<file path="config.mk">
export PLATFORM = sky130hd
export DESIGN_NAME = hazard_tracker_flat
export DESIGN_NICKNAME = d
export VERILOG_FILES = /design/src/rtl/hazard_pkg.sv /design/src/rtl/hazard_tracker_if.sv /design/src/rtl/hazard_stage_reg.sv /design/src/rtl/hazard_tracker.sv /design/src/flat_wrapper.sv
export SDC_FILE = /design/constraint.sdc
export NUM_CORES = 1
export LEC_CHECK = 0
export BUFFER_PORTS_ARGS = -buffer_cell sky130_fd_sc_hd__buf_2
export CAP_MARGIN = 20
export CORE_UTILIZATION = 25
export DETAILED_ROUTE_END_ITERATION = 10
export GPL_ROUTABILITY_DRIVEN = 0
export PLACE_DENSITY = 0.53
export SLEW_MARGIN = 20
export SYNTH_ARGS = -nofsm -noshare
export SYNTH_HDL_FRONTEND = slang
export SYNTH_SLANG_ARGS = --single-unit
</file>
<file path="constraint.sdc">
create_clock -name clk -period 2 [get_ports clk]
set_input_delay 0.1 -clock clk [delete_from_list [all_inputs] [get_ports clk]]
set_output_delay 0.1 -clock clk [all_outputs]
set_load 0.01 [all_outputs]
</file>
<file path="src/rtl/hazard_pkg.sv">
// Shared constants and encodings for the pipeline hazard tracker.
// Build option: HAZ_TRACK_R15_FILTER_EN makes R15 source compares never match.
package hazard_pkg;

  localparam int REG_AW_DEFAULT = 4;
  localparam logic [3:0] R15 = 4'hF;

  typedef enum logic [1:0] {
    FWD_RF = 2'b00,
    FWD_W  = 2'b01,
    FWD_M  = 2'b10
  } fwd_sel_e;

  // R15 reads take the PC+8 path, so forwarding to them is never needed.
`ifdef HAZ_TRACK_R15_FILTER_EN
  localparam bit R15_FILTER = 1'b1;
`else
  localparam bit R15_FILTER = 1'b0;
`endif

endpackage

</file>
<file path="src/rtl/hazard_tracker_if.sv">
// Handshake bundle between the decoder/hazard unit (master) and the tracker (slave).
interface hazard_tracker_if #(
  parameter int REG_AW = hazard_pkg::REG_AW_DEFAULT,
  parameter int CNT_W  = 16
);
  logic              StallD;
  logic              FlushD;
  logic              FlushE;
  logic              InstrFetchedF;
  logic [REG_AW-1:0] RA1D;
  logic [REG_AW-1:0] RA2D;
  logic [REG_AW-1:0] RA3D;
  logic [REG_AW-1:0] WA3D;
  logic              RegWriteD;
  logic              PCSrcD;
  logic              Match_1E_M;
  logic              Match_1E_W;
  logic              Match_2E_M;
  logic              Match_2E_W;
  logic              Match_3E_M;
  logic              Match_3E_W;
  logic              Match_12D_E;
  logic              PCWrPendingF;
  logic              PCSrcW;
  logic [CNT_W-1:0]  LdStallCnt;

  modport master (
    output StallD, FlushD, FlushE, InstrFetchedF,
    output RA1D, RA2D, RA3D, WA3D, RegWriteD, PCSrcD,
    input  Match_1E_M, Match_1E_W, Match_2E_M, Match_2E_W, Match_3E_M, Match_3E_W,
    input  Match_12D_E, PCWrPendingF, PCSrcW, LdStallCnt
  );

  modport slave (
    input  StallD, FlushD, FlushE, InstrFetchedF,
    input  RA1D, RA2D, RA3D, WA3D, RegWriteD, PCSrcD,
    output Match_1E_M, Match_1E_W, Match_2E_M, Match_2E_W, Match_3E_M, Match_3E_W,
    output Match_12D_E, PCWrPendingF, PCSrcW, LdStallCnt
  );

endinterface

</file>
<file path="src/rtl/hazard_stage_reg.sv">
// One pipeline stage of valid/tag state: enable holds, clear zeroes only the
// CLR_MASK bits (valid/control) and leaves address tags as they were.
module hazard_stage_reg #(
  parameter int             W        = 1,
  parameter logic [W-1:0]   CLR_MASK = '0
) (
  input  logic         clk,
  input  logic         reset,
  input  logic         en_i,
  input  logic         clr_i,
  input  logic [W-1:0] d_i,
  output logic [W-1:0] q_o
);

  logic [W-1:0] stage_q, stage_d;

  // NOTE: every path of a combinational block must assign its outputs; the
  // default-first assignment below prevents an inferred latch.
  always_comb begin
    stage_d = stage_q;
    if (en_i) begin
      if (clr_i) stage_d = stage_q & ~CLR_MASK;
      else       stage_d = d_i;
    end
  end

  // NOTE: state flops use non-blocking assignments so all stages update
  // together on the edge regardless of process evaluation order.
  always_ff @(posedge clk or posedge reset) begin
    if (reset) stage_q <= '0;
    else       stage_q <= stage_d;
  end

  assign q_o = stage_q;

endmodule

</file>
<file path="src/rtl/hazard_tracker.sv">
// Producer side of the hazard handshake: carries D/E/M/W valid and register tags
// and produces the match flags, PC-write status and load-stall counter.
// Build option: HAZ_TRACK_R15_FILTER_EN (see hazard_pkg).
module hazard_tracker
  import hazard_pkg::*;
#(
  parameter int REG_AW = REG_AW_DEFAULT,
  parameter int CNT_W  = 16
) (
  input  logic             clk,
  input  logic             reset,
  hazard_tracker_if.slave  bus
);

  typedef struct packed {
    logic              valid;
    logic              regwrite;
    logic              pcsrc;
    logic [REG_AW-1:0] ra1;
    logic [REG_AW-1:0] ra2;
    logic [REG_AW-1:0] ra3;
    logic [REG_AW-1:0] wa3;
  } ex_stage_t;

  typedef struct packed {
    logic              valid;
    logic              regwrite;
    logic              pcsrc;
    logic [REG_AW-1:0] wa3;
  } mw_stage_t;

  localparam ex_stage_t EX_CLR_MASK = '{valid: 1'b1, regwrite: 1'b1, pcsrc: 1'b1, default: '0};

  logic      dec_valid_q;
  ex_stage_t ex_d, ex_q;
  mw_stage_t mem_d, mem_q, wb_q;
  logic [CNT_W-1:0] ld_stall_cnt_q, ld_stall_cnt_d;

  function automatic logic src_hit(input logic [REG_AW-1:0] src, input logic [REG_AW-1:0] dst);
    return (src == dst) && !(R15_FILTER && (src == REG_AW'(R15)));
  endfunction

  // StallD wins over FlushD because a disabled stage ignores its clear.
  hazard_stage_reg #(.W(1), .CLR_MASK(1'b1)) u_dec (
    .clk   (clk),
    .reset (reset),
    .en_i  (~bus.StallD),
    .clr_i (bus.FlushD),
    .d_i   (bus.InstrFetchedF),
    .q_o   (dec_valid_q)
  );

  always_comb begin
    ex_d          = '0;
    ex_d.valid    = dec_valid_q;
    ex_d.regwrite = bus.RegWriteD & dec_valid_q;
    ex_d.pcsrc    = bus.PCSrcD & dec_valid_q;
    ex_d.ra1      = bus.RA1D;
    ex_d.ra2      = bus.RA2D;
    ex_d.ra3      = bus.RA3D;
    ex_d.wa3      = bus.WA3D;
  end

  hazard_stage_reg #(.W($bits(ex_stage_t)), .CLR_MASK(EX_CLR_MASK)) u_ex (
    .clk   (clk),
    .reset (reset),
    .en_i  (1'b1),
    .clr_i (bus.FlushE),
    .d_i   (ex_d),
    .q_o   (ex_q)
  );

  always_comb begin
    mem_d          = '0;
    mem_d.valid    = ex_q.valid;
    mem_d.regwrite = ex_q.regwrite;
    mem_d.pcsrc    = ex_q.pcsrc;
    mem_d.wa3      = ex_q.wa3;
  end

  hazard_stage_reg #(.W($bits(mw_stage_t))) u_mem (
    .clk   (clk),
    .reset (reset),
    .en_i  (1'b1),
    .clr_i (1'b0),
    .d_i   (mem_d),
    .q_o   (mem_q)
  );

  hazard_stage_reg #(.W($bits(mw_stage_t))) u_wb (
    .clk   (clk),
    .reset (reset),
    .en_i  (1'b1),
    .clr_i (1'b0),
    .d_i   (mem_q),
    .q_o   (wb_q)
  );

  // Pure address compares; the hazard unit qualifies them with RegWriteM/W.
  assign bus.Match_1E_M  = ex_q.valid & mem_q.valid & src_hit(ex_q.ra1, mem_q.wa3);
  assign bus.Match_1E_W  = ex_q.valid & wb_q.valid  & src_hit(ex_q.ra1, wb_q.wa3);
  assign bus.Match_2E_M  = ex_q.valid & mem_q.valid & src_hit(ex_q.ra2, mem_q.wa3);
  assign bus.Match_2E_W  = ex_q.valid & wb_q.valid  & src_hit(ex_q.ra2, wb_q.wa3);
  assign bus.Match_3E_M  = ex_q.valid & mem_q.valid & src_hit(ex_q.ra3, mem_q.wa3);
  assign bus.Match_3E_W  = ex_q.valid & wb_q.valid  & src_hit(ex_q.ra3, wb_q.wa3);
  assign bus.Match_12D_E = dec_valid_q & ex_q.valid &
                           (src_hit(bus.RA1D, ex_q.wa3) | src_hit(bus.RA2D, ex_q.wa3));

  assign bus.PCWrPendingF = (bus.PCSrcD & dec_valid_q) | ex_q.pcsrc | mem_q.pcsrc;
  assign bus.PCSrcW       = wb_q.pcsrc;

  always_comb begin
    ld_stall_cnt_d = ld_stall_cnt_q;
    if (bus.StallD && bus.FlushE && (ld_stall_cnt_q != '1))
      ld_stall_cnt_d = ld_stall_cnt_q + CNT_W'(1);
  end

  always_ff @(posedge clk or posedge reset) begin
    if (reset) ld_stall_cnt_q <= '0;
    else       ld_stall_cnt_q <= ld_stall_cnt_d;
  end

  assign bus.LdStallCnt = ld_stall_cnt_q;

  // W-stage RegWrite is carried for completeness but consumed outside this block.
  logic unused_wb_regwrite;
  assign unused_wb_regwrite = wb_q.regwrite;

endmodule

</file>
<file path="src/flat_wrapper.sv">
// flat-port wrapper written by rule: the top's interface ports become plain ports
module hazard_tracker_flat import hazard_pkg::*;
#(
  parameter int REG_AW = REG_AW_DEFAULT,
  parameter int CNT_W  = 16
)
  (clk, reset, bus_StallD, bus_FlushD, bus_FlushE, bus_InstrFetchedF, bus_RA1D, bus_RA2D, bus_RA3D, bus_WA3D, bus_RegWriteD, bus_PCSrcD, bus_Match_1E_M, bus_Match_1E_W, bus_Match_2E_M, bus_Match_2E_W, bus_Match_3E_M, bus_Match_3E_W, bus_Match_12D_E, bus_PCWrPendingF, bus_PCSrcW, bus_LdStallCnt);
  hazard_tracker_if #(.REG_AW(REG_AW), .CNT_W(CNT_W)) bus_i ();
  input  logic clk;
  input  logic reset;
  input wire logic [$bits(bus_i.StallD)-1:0] bus_StallD;
  input wire logic [$bits(bus_i.FlushD)-1:0] bus_FlushD;
  input wire logic [$bits(bus_i.FlushE)-1:0] bus_FlushE;
  input wire logic [$bits(bus_i.InstrFetchedF)-1:0] bus_InstrFetchedF;
  input wire logic [$bits(bus_i.RA1D)-1:0] bus_RA1D;
  input wire logic [$bits(bus_i.RA2D)-1:0] bus_RA2D;
  input wire logic [$bits(bus_i.RA3D)-1:0] bus_RA3D;
  input wire logic [$bits(bus_i.WA3D)-1:0] bus_WA3D;
  input wire logic [$bits(bus_i.RegWriteD)-1:0] bus_RegWriteD;
  input wire logic [$bits(bus_i.PCSrcD)-1:0] bus_PCSrcD;
  output wire logic [$bits(bus_i.Match_1E_M)-1:0] bus_Match_1E_M;
  output wire logic [$bits(bus_i.Match_1E_W)-1:0] bus_Match_1E_W;
  output wire logic [$bits(bus_i.Match_2E_M)-1:0] bus_Match_2E_M;
  output wire logic [$bits(bus_i.Match_2E_W)-1:0] bus_Match_2E_W;
  output wire logic [$bits(bus_i.Match_3E_M)-1:0] bus_Match_3E_M;
  output wire logic [$bits(bus_i.Match_3E_W)-1:0] bus_Match_3E_W;
  output wire logic [$bits(bus_i.Match_12D_E)-1:0] bus_Match_12D_E;
  output wire logic [$bits(bus_i.PCWrPendingF)-1:0] bus_PCWrPendingF;
  output wire logic [$bits(bus_i.PCSrcW)-1:0] bus_PCSrcW;
  output wire logic [$bits(bus_i.LdStallCnt)-1:0] bus_LdStallCnt;
  assign bus_i.StallD = bus_StallD;
  assign bus_i.FlushD = bus_FlushD;
  assign bus_i.FlushE = bus_FlushE;
  assign bus_i.InstrFetchedF = bus_InstrFetchedF;
  assign bus_i.RA1D = bus_RA1D;
  assign bus_i.RA2D = bus_RA2D;
  assign bus_i.RA3D = bus_RA3D;
  assign bus_i.WA3D = bus_WA3D;
  assign bus_i.RegWriteD = bus_RegWriteD;
  assign bus_i.PCSrcD = bus_PCSrcD;
  assign bus_Match_1E_M = bus_i.Match_1E_M;
  assign bus_Match_1E_W = bus_i.Match_1E_W;
  assign bus_Match_2E_M = bus_i.Match_2E_M;
  assign bus_Match_2E_W = bus_i.Match_2E_W;
  assign bus_Match_3E_M = bus_i.Match_3E_M;
  assign bus_Match_3E_W = bus_i.Match_3E_W;
  assign bus_Match_12D_E = bus_i.Match_12D_E;
  assign bus_PCWrPendingF = bus_i.PCWrPendingF;
  assign bus_PCSrcW = bus_i.PCSrcW;
  assign bus_LdStallCnt = bus_i.LdStallCnt;
  hazard_tracker #(.REG_AW(REG_AW), .CNT_W(CNT_W)) u_core (.clk(clk), .reset(reset), .bus(bus_i));
endmodule
</file>
==> flow_summary.json, run 1 <==
{
  "start_util": 0.263,
  "clockRootBuffer": "clkbuf_8",
  "hold_path.class": "in2reg",
  "timing.final.crit_share": 0.881,
  "path_class": "reg2reg",
  "max_freq_ghz": 0.568,
  "cts.sinks": 47,
  "overflow": 0,
  "p_switching_w": 0.000674,
  "wirelength_mm": 4.88,
  "syn-num-nets": 209,
  "cts_buffers": 5,
  "grt_max_degree": 33,
  "grt_pass1_vias": 1556,
  "synth_seq_cells": 47,
  "std_cell_rows": 33,
  "cp.arrival_ps": 1950,
  "irDropWorstVdd_uv": 312,
  "ys_types": 34,
  "syn_area_per_cell_sq_um": 12.0,
  "max_stage_delay_ps": 400,
  "r2r_setup_slack_ps": 240,
  "core-area_sq_um": 8380,
  "seq_area_sq_um": 1180,
  "dr.pass1.iters": 4,
  "worst_slew_margin_rel": 0.547,
  "slowest_stage": "dfrtp_1",
  "max_cap_violations": 0,
  "ys_seq_area_frac": 0.533,
  "seqPwrFrac": 0.550,
  "die_y_um": 95.9,
  "placed_area_sq_um": 2590,
  "p_clk_frac": 0.253,
  "holdPathStages": 2,
  "critical_path_required_ps": 2190,
  "dieArea_sq_um": 9200,
  "vias_per_cell": 4.51,
  "layout-drive-gt1-share": 0.335,
  "htree_levels": 2,
  "status": "finished clean",
  "worstPathCellList": "ha_1, nand4_2, nor4_4, nor2_2, mux2_4",
  "setup_tns_ps": 0,
  "fill_cells": 883,
  "dpl.hpwl_mm": 3.71,
  "fin_area_sq_um": 2690,
  "p_int_w": 0.00154,
  "worstHoldStart": "bus_RA3D[1]",
  "io_pins": 49,
  "finalHoldViolCount": 0,
  "postSynthCellCount": 184,
  "multi_input_area_sq_um": 1000,
  "netlist_area_sq_um": 2210,
  "design_power_total_w": 0.00222,
  "whs_ps": 23.7,
  "antenna_found_initial": 0,
  "post-route-min-period_ps": 1760,
  "r2r_start": "u_core.bus.LdStallCnt[0]",
  "slew_viol_final": 0,
  "rsz0062_at_grt": "no",
  "n_antenna_cell": 0,
  "final_core_util": 0.321,
  "crit_fanout": 5,
  "skew_ps": 4.76,
  "powerDensity_nw_per_um2": 825,
  "combinationalPowerShare": 0.197,
  "synth_warnings": 0,
  "area_growth_pct": 21.8,
  "post_cts_resize_count": 0,
  "track_usage": 0.116,
  "clk_latency_ps": 300,
  "report.final.setup_viol": 0,
  "cp-end-kind": "register",
  "avgRoutedWirePerCell_um": 14.1,
  "crit_start": "u_core.bus.LdStallCnt[0]",
  "nNetsFinal": 266,
  "num_vias": 1566,
  "dr.first_iter.drc_count": 42,
  "rr_worst_depth": 5,
  "die_x_um": 95.9,
  "start_kind": "register",
  "detail-route-antenna-nets": 0,
  "switching_share": 0.304,
  "p_leak_nw": 1.22,
  "io_buffers": 47,
  "clock_tree.buffer_depth": 2,
  "drc": 0,
  "clk_pin_slew_ps": 90,
  "cts_tree": "done",
  "worst_pin_slew_ps": 678,
  "grt_pass1_wl_mm": 7.96
}
## cells by family (layout without fill, tap and decap cells)
group	count (synthesis)	count (layout)	share of synthesized area
buf+inv	7	65	0.0125
flops	47	47	0.533
compound gates	18	18	0.0567
mux	17	17	0.0885
fa+ha+maj	1	1	0.00567
xor+xnor	37	37	0.147
simple gates	57	57	0.157
## through the flow
step,cells,setup WS [ps]
global route,347,110
global placement,337,283
CTS,347,227
finish,347,239
detailed placement,337,242
floorplan,184,338
## synthesized netlist by cell type (all sizes together)
cell     n  share of area
a211o    1         0.0040
a21boi   1         0.0034
a21oi    2         0.0045
a221o    2         0.0091
a31oi    6          0.017
a41oi    1         0.0040
and2     1         0.0028
and3     2         0.0057
buf      2         0.0040
dfrtp   47           0.53
ha       1         0.0057
inv      5         0.0085
mux2    17          0.088
nand2   10          0.017
nand2b   1         0.0028
nand3   11          0.025
nand4    9          0.034
nor2     6          0.011
nor2b    2         0.0057
nor3     7          0.016
nor3b    2         0.0068
nor4     5          0.027
o21a     2         0.0068
o21ai    1         0.0023
o22ai    2         0.0057
or3      1         0.0028
xnor2   24          0.095
xor2    13          0.052
## registers in the layout (all words and copies together), names as in the netlist
| name | count |
|---|---|
| u_core.u_wb.q_o | 6 |
| u_core.bus.LdStallCnt | 16 |
| u_core.u_mem.q_o | 6 |
| u_core.u_ex.q_o | 18 |
| u_core.u_dec.q_o | 1 |
## critical path: cells and delay by family, from the launching register on
family	cells	cell delay, ps
adder cells (fa/ha/maj)	1	220
flip-flops	1	400
multiplexers	1	310
AND/OR/NAND/NOR	3	720
## per-layer routing
layer / routed length (um) / GRT usage
met2: 2180 / 0.170
met3: 282 / 0.0379
met5: 0 / 0
met4: 70 / 0.0410
met1: 2350 / 0.160
## layout by cell type (no fill, tap or decap), types with 3 or more instances in the layout
cell type | Yosys | routed
buf_2 | 1 | 47
dfrtp_1 | 47 | 47
xnor2_1 | 24 | 24
mux2_2 | 16 | 16
xor2_1 | 13 | 13
nand3_1 | 11 | 11
nand2_1 | 10 | 10
nor3_1 | 7 | 7
nand4_1 | 6 | 6
a31oi_1 | 6 | 6
nor2_1 | 5 | 5
clkbuf_8 | 0 | 5
inv_1 | 5 | 4
nand4_2 | 3 | 3
buf_4 | 0 | 3
## path summary, 6_finish.rpt
check / endpoint
worst max-delay path: u_core.bus.LdStallCnt[1]
worst min-delay path: u_core.u_ex.q_o[5]
worst max register to register: u_core.bus.LdStallCnt[1]
worst min register to register: u_core.u_mem.q_o[4]
max in group asynchronous: u_core.bus.LdStallCnt[4]
min in group asynchronous: u_core.u_wb.q_o[6]
## cell type report
cell class / instances / area share
inverter: 5 / 0.00698
tap: 105 / 0.0489
clock inverter: 1 / 0.00186
timing repair buffer: 52 / 0.103
multi-input combinational: 130 / 0.373
clock buffer: 7 / 0.0284
sequential: 47 / 0.438
## what timing repair did
item                                   4_1_cts  5_1_grt
endpoints found under the hold margin       31        0
buffers inserted                             0        0
hold buffers                                 2        0
## power groups by stage
stage               logic [W]  registers (W)  clock network [W]
floorplan            0.000267        0.00124                  0
global placement     0.000437        0.00124                  0
detailed placement   0.000444        0.00124                  0
CTS                  0.000450        0.00122           0.000585
global route         0.000489        0.00125           0.000631
finish               0.000437        0.00122           0.000561
No activity file was read; power rests on OpenSTA's default activity.
==> run 2: changes to the inputs <==
--- a/config.mk
+++ b/config.mk
@@ -11,6 +11,9 @@
 export DETAILED_ROUTE_END_ITERATION = 10
 export GPL_ROUTABILITY_DRIVEN = 0
 export PLACE_DENSITY = 0.53
+export RECOVER_POWER = 50
+export REMOVE_ABC_BUFFERS = 1
+export SETUP_SLACK_MARGIN = 0.3
 export SLEW_MARGIN = 20
 export SYNTH_ARGS = -nofsm -noshare
 export SYNTH_HDL_FRONTEND = slang
==> flow_summary.json, run 2 (synthesis results as in run 1) <==
{
  "status": "finished clean",
  "rr_worst_depth": 5,
  "clk_pin_slew_ps": 90,
  "r2r-end": "u_core.bus.LdStallCnt[1]",
  "drc": 0,
  "core-area_sq_um": 8380,
  "fill_cells": 873,
  "clock_tree.buffer_depth": 2,
  "std_cell_rows": 33,
  "num_vias": 1611,
  "mostFrequentLayoutCells": "buf_2, dfrtp_1, xnor2_1, mux2_2, xor2_1",
  "worst_pin_slew_ps": 702,
  "die_x_um": 95.9,
  "dieArea_sq_um": 9200,
  "seq_area_sq_um": 1180,
  "multi_input_area_sq_um": 1060,
  "track_usage": 0.114,
  "r2r_start": "u_core.bus.LdStallCnt[1]",
  "cp.arrival_ps": 1540,
  "irDropWorstVdd_uv": 363,
  "critical_path_required_ps": 1900,
  "r2r_setup_slack_ps": 370,
  "io_buffers": 47,
  "area_growth_pct": 28.0,
  "largest_reg_flops": 18,
  "clk_latency_ps": 290,
  "hold_path.class": "in2reg",
  "dp.cells": 337,
  "dr.first_iter.drc_count": 92,
  "grt_pass1_vias": 1472,
  "crit_end": "bus_Match_2E_M",
  "vias_per_cell": 4.58,
  "start_kind": "register",
  "rsz0062_at_grt": "no",
  "skew_ps": 4.99,
  "die_y_um": 95.9,
  "final_common_cell": "buf_2",
  "detail-route-antenna-nets": 0,
  "layout.cells.non_filler": 352,
  "avgRoutedWirePerCell_um": 14.1,
  "slew_viol_final": 0,
  "max_cap_violations": 0,
  "timing.final.crit_share": 0.819,
  "nNetsFinal": 271,
  "grt_pass1_wl_mm": 7.82,
  "crit_fanout": 4,
  "report.final.setup_viol": 0,
  "dpl.hpwl_mm": 3.76,
  "wirelength_mm": 4.96,
  "post-route-min-period_ps": 1640,
  "crit_start": "u_core.u_mem.q_o[2]",
  "htree_levels": 2,
  "io_pins": 49,
  "cts_buffers": 5,
  "finalHoldViolCount": 0,
  "cts_tree": "done",
  "layout-drive-gt1-share": 0.385,
  "dr.pass1.iters": 4,
  "start_util": 0.263,
  "p_leak_nw": 1.28,
  "cts.sinks": 47,
  "powerDensity_nw_per_um2": 873,
  "antenna_found_initial": 0,
  "setup_tns_ps": 0,
  "whs_ps": 32.8,
  "n_antenna_cell": 0,
  "path_class": "reg2out",
  "cp-end-kind": "primary output",
  "grt_max_degree": 20,
  "worst_slew_margin_rel": 0.531,
  "overflow": 0,
  "max_freq_ghz": 0.611,
  "clockRootBuffer": "clkbuf_8"
}
[run 2: changes by cell type in the layout (fill, tap and decap cells not counted), sizes merged]
cell,previous run,this run
bufinv,0,1
clkbuf,7,8
buf,50,53
[run 2: worst max-delay path, stage by stage, from the launching register on]
cell     delay (ps)
dfrtp_1         450
xor2_1          160
a221o_1         280
nor4_2          180
buf_2           180
[run 2: timing repair]
action | in CTS | in global routing
endpoints found under the setup margin | 3 | 8
endpoints found under the hold margin | 18 | 0
gates resized for setup | 2 | 12
hold buffers | 2 | 0
setup buffers | 0 | 5
pin swaps | 1 | 1
[run 2: worst min path at each step]
stage / cells past startpoint / slack, ps / start / end
2_1_floorplan: 1 / 170 / bus_FlushE / u_core.u_ex.q_o[18]
3_5_place_dp: 2 / 110 / reset / u_core.bus.LdStallCnt[8]
6_report: 2 / 30 / bus_RA3D[2] / u_core.u_ex.q_o[6]
4_1_cts: 2 / 30 / bus_WA3D[3] / u_core.u_ex.q_o[3]
5_1_grt: 2 / 10 / bus_WA3D[3] / u_core.u_ex.q_o[3]
3_3_place_gp: 2 / 120 / reset / u_core.bus.LdStallCnt[11]
[run 2: layout make-up]
cell class,count,share of cell area
flip-flops and latches,47,0.419
clock inverters,2,0.0124
multi-input cells,130,0.375
repair buffers,57,0.111
clock buffers,6,0.0293
inverters,5,0.00665
well taps,105,0.0465
[run 2: power breakdown]
group / switching, W / leakage (nW) / internal [W] / total, W
Combinational: 0.000227 / 0.640 / 0.000279 / 0.000506
Clock: 0.000316 / 0.0612 / 0.000405 / 0.000721
Sequential: 0.000172 / 0.580 / 0.00107 / 0.00124
[run 2: layer usage]
| metal | global-route usage | routed length (um) |
|---|---|---|
| met1 | 0.168 | 2450 |
| met2 | 0.168 | 2290 |
| met3 | 0.0261 | 174 |
| met4 | 0.0299 | 53 |
| met5 | 0 | 0 |
[run 2: stage by stage]
stage	area [sq um]	total power, W	setup slack, ps	utilization
after floorplan	2200	0.00150	338	-
after global placement	2590	0.00167	294	0.309
after detailed placement	2590	0.00168	256	0.309
after CTS	2740	0.00241	310	0.326
after global routing	2820	0.00261	278	0.337
final	2820	0.00246	362	0.337
==> run 3: changes to the inputs <==
==> constraint.sdc (replaced) <==
create_clock -name clk -period 1.6 [get_ports clk]
set_input_delay 0.08 -clock clk [delete_from_list [all_inputs] [get_ports clk]]
set_output_delay 0.08 -clock clk [all_outputs]
set_load 0.01 [all_outputs]
==> flow_summary.json, run 3 (synthesis results as in run 1) <==
{
  "powerDensity_nw_per_um2": 1040,
  "grt_max_degree": 48,
  "grt_pass1_wl_mm": 8.77,
  "num_vias": 1754,
  "die_x_um": 95.9,
  "dpl.hpwl_mm": 3.75,
  "report.final.setup_viol": 0,
  "fill_cells": 827,
  "crit_start": "u_core.u_wb.q_o[1]",
  "cts.sinks": 47,
  "core-area_sq_um": 8380,
  "r2r_start": "u_core.bus.LdStallCnt[1]",
  "dr.first_iter.drc_count": 47,
  "layout.cells.non_filler": 383,
  "clk_latency_ps": 290,
  "wirelength_mm": 5.56,
  "io_pins": 49,
  "cp.arrival_ps": 1520,
  "track_usage": 0.126,
  "dr.pass1.iters": 4,
  "worstPathCellList": "xor2_1, a221o_1, nor4_2, buf_2",
  "final_common_cell": "buf_2",
  "clk_pin_slew_ps": 90,
  "start_kind": "register",
  "nNetsFinal": 302,
  "hold_path.class": "in2reg",
  "dp.cells": 353,
  "avgRoutedWirePerCell_um": 14.5,
  "largest_reg_flops": 18,
  "rsz0062_at_grt": "yes",
  "clock_tree.buffer_depth": 2,
  "cts_tree": "done",
  "grt_pass1_vias": 1745,
  "finalHoldViolCount": 0,
  "status": "finished clean",
  "start_util": 0.263,
  "p_leak_nw": 1.51,
  "worst_slew_margin_rel": 0.289,
  "htree_levels": 2,
  "detail-route-antenna-nets": 0,
  "setup_tns_ps": 0,
  "path_class": "reg2out",
  "critical_path_required_ps": 1520,
  "worst_pin_slew_ps": 1070,
  "cts_buffers": 5,
  "mostFrequentLayoutCells": "buf_2, dfrtp_1, buf_4, xnor2_1, mux2_2",
  "overflow": 0,
  "dieArea_sq_um": 9200,
  "vias_per_cell": 4.58,
  "std_cell_rows": 33,
  "worstHoldStart": "bus_RA3D[1]",
  "irDropWorstVdd_uv": 404,
  "path_delay_family": "flip-flops",
  "slew_viol_final": 0,
  "whs_ps": 8.17,
  "skew_ps": 2.33,
  "timing.final.crit_share": 0.998,
  "max_stage_delay_ps": 400,
  "cp-end-kind": "primary output",
  "antenna_found_initial": 0,
  "max_freq_ghz": 0.626,
  "io_buffers": 47,
  "n_antenna_cell": 0,
  "max_cap_violations": 0,
  "slowest_stage": "dfrtp_1",
  "layout-drive-gt1-share": 0.536,
  "drc": 0,
  "post-route-min-period_ps": 1600,
  "area_growth_pct": 48.4,
  "die_y_um": 95.9,
  "path_buf_inv": 1,
  "crit_fanout": 2,
  "clockRootBuffer": "clkbuf_8"
}
run 3: changes by cell type in the layout (fill, tap and decap cells not counted), moves of 2 or more:
cell	change
nand4_4	+2
buf_6	+10
nand3_2	+2
nor3b_1	-2
nand3_1	-3
xnor2_1	-8
xnor2_2	+8
buf_4	+20
nor2_1	-2
nor3b_4	+2
nand4_2	-2
nor3_1	-4
nor3_2	+3
run 3: layout make-up:
type                       count  area [sq um]  share of cell area
tap                          105           131              0.0401
inverter                       5          18.8             0.00573
multi-input combinational    130          1250               0.381
clock inverter                 3          43.8              0.0134
timing repair buffer          88           581               0.177
clock buffer                   5          68.8              0.0210
sequential                    47          1180               0.361
run 3: report_power, final:
part           switching, W  internal, W  total [W]
clock              0.000409     0.000466   0.000874
sequential         0.000195      0.00134    0.00153
combinational      0.000424     0.000588    0.00101
run 3: stage by stage:
stage / power (W) / utilization / cell area [sq um] / setup WS [ps]
after global routing: 0.00361 / 0.391 / 3270 / -86.9
after floorplan: 0.00188 / - / 2200 / -61.8
final: 0.00342 / 0.391 / 3270 / 2.42
after detailed placement: 0.00220 / 0.324 / 2720 / 4.92
after global placement: 0.00218 / 0.324 / 2720 / 36.4
after CTS: 0.00321 / 0.367 / 3080 / 7.54
run 3: layer usage:
metal,GRT usage,up-vias,part of all wire
li1,-,839,-
met1,0.174,880,0.47
met2,0.201,29,0.48
met3,0.0269,6,0.028
met4,0.0336,0,0.013
met5,0,-,0
run 3: worst register-to-register path: cells and delay by family (launching register included):
family                   cells  cell delay (ps)
XOR/XNOR                     1              160
buffers and inverters        1              190
flip-flops                   1              420
AND/OR/NAND/NOR              3              430
adder cells (fa/ha/maj)      1              170
run 3: final timing paths:
kind	slack (ps)	cells past startpoint	to
max	2	4	bus_Match_1E_W
min	8	2	u_core.u_ex.q_o[5]
max reg2reg	110	6	u_core.bus.LdStallCnt[4]
min reg2reg	380	0	u_core.u_wb.q_o[6]
max in group asynchronous	240	4	u_core.bus.LdStallCnt[5]
min in group asynchronous	630	4	u_core.bus.LdStallCnt[10]
run 3: what timing repair did:
item,4_1_cts,5_1_grt
setup endpoints to repair,23,23
endpoints found under the hold margin,48,0
gates resized for setup,26,34
hold buffers,2,0
buffers inserted,12,8
pin swaps,21,16
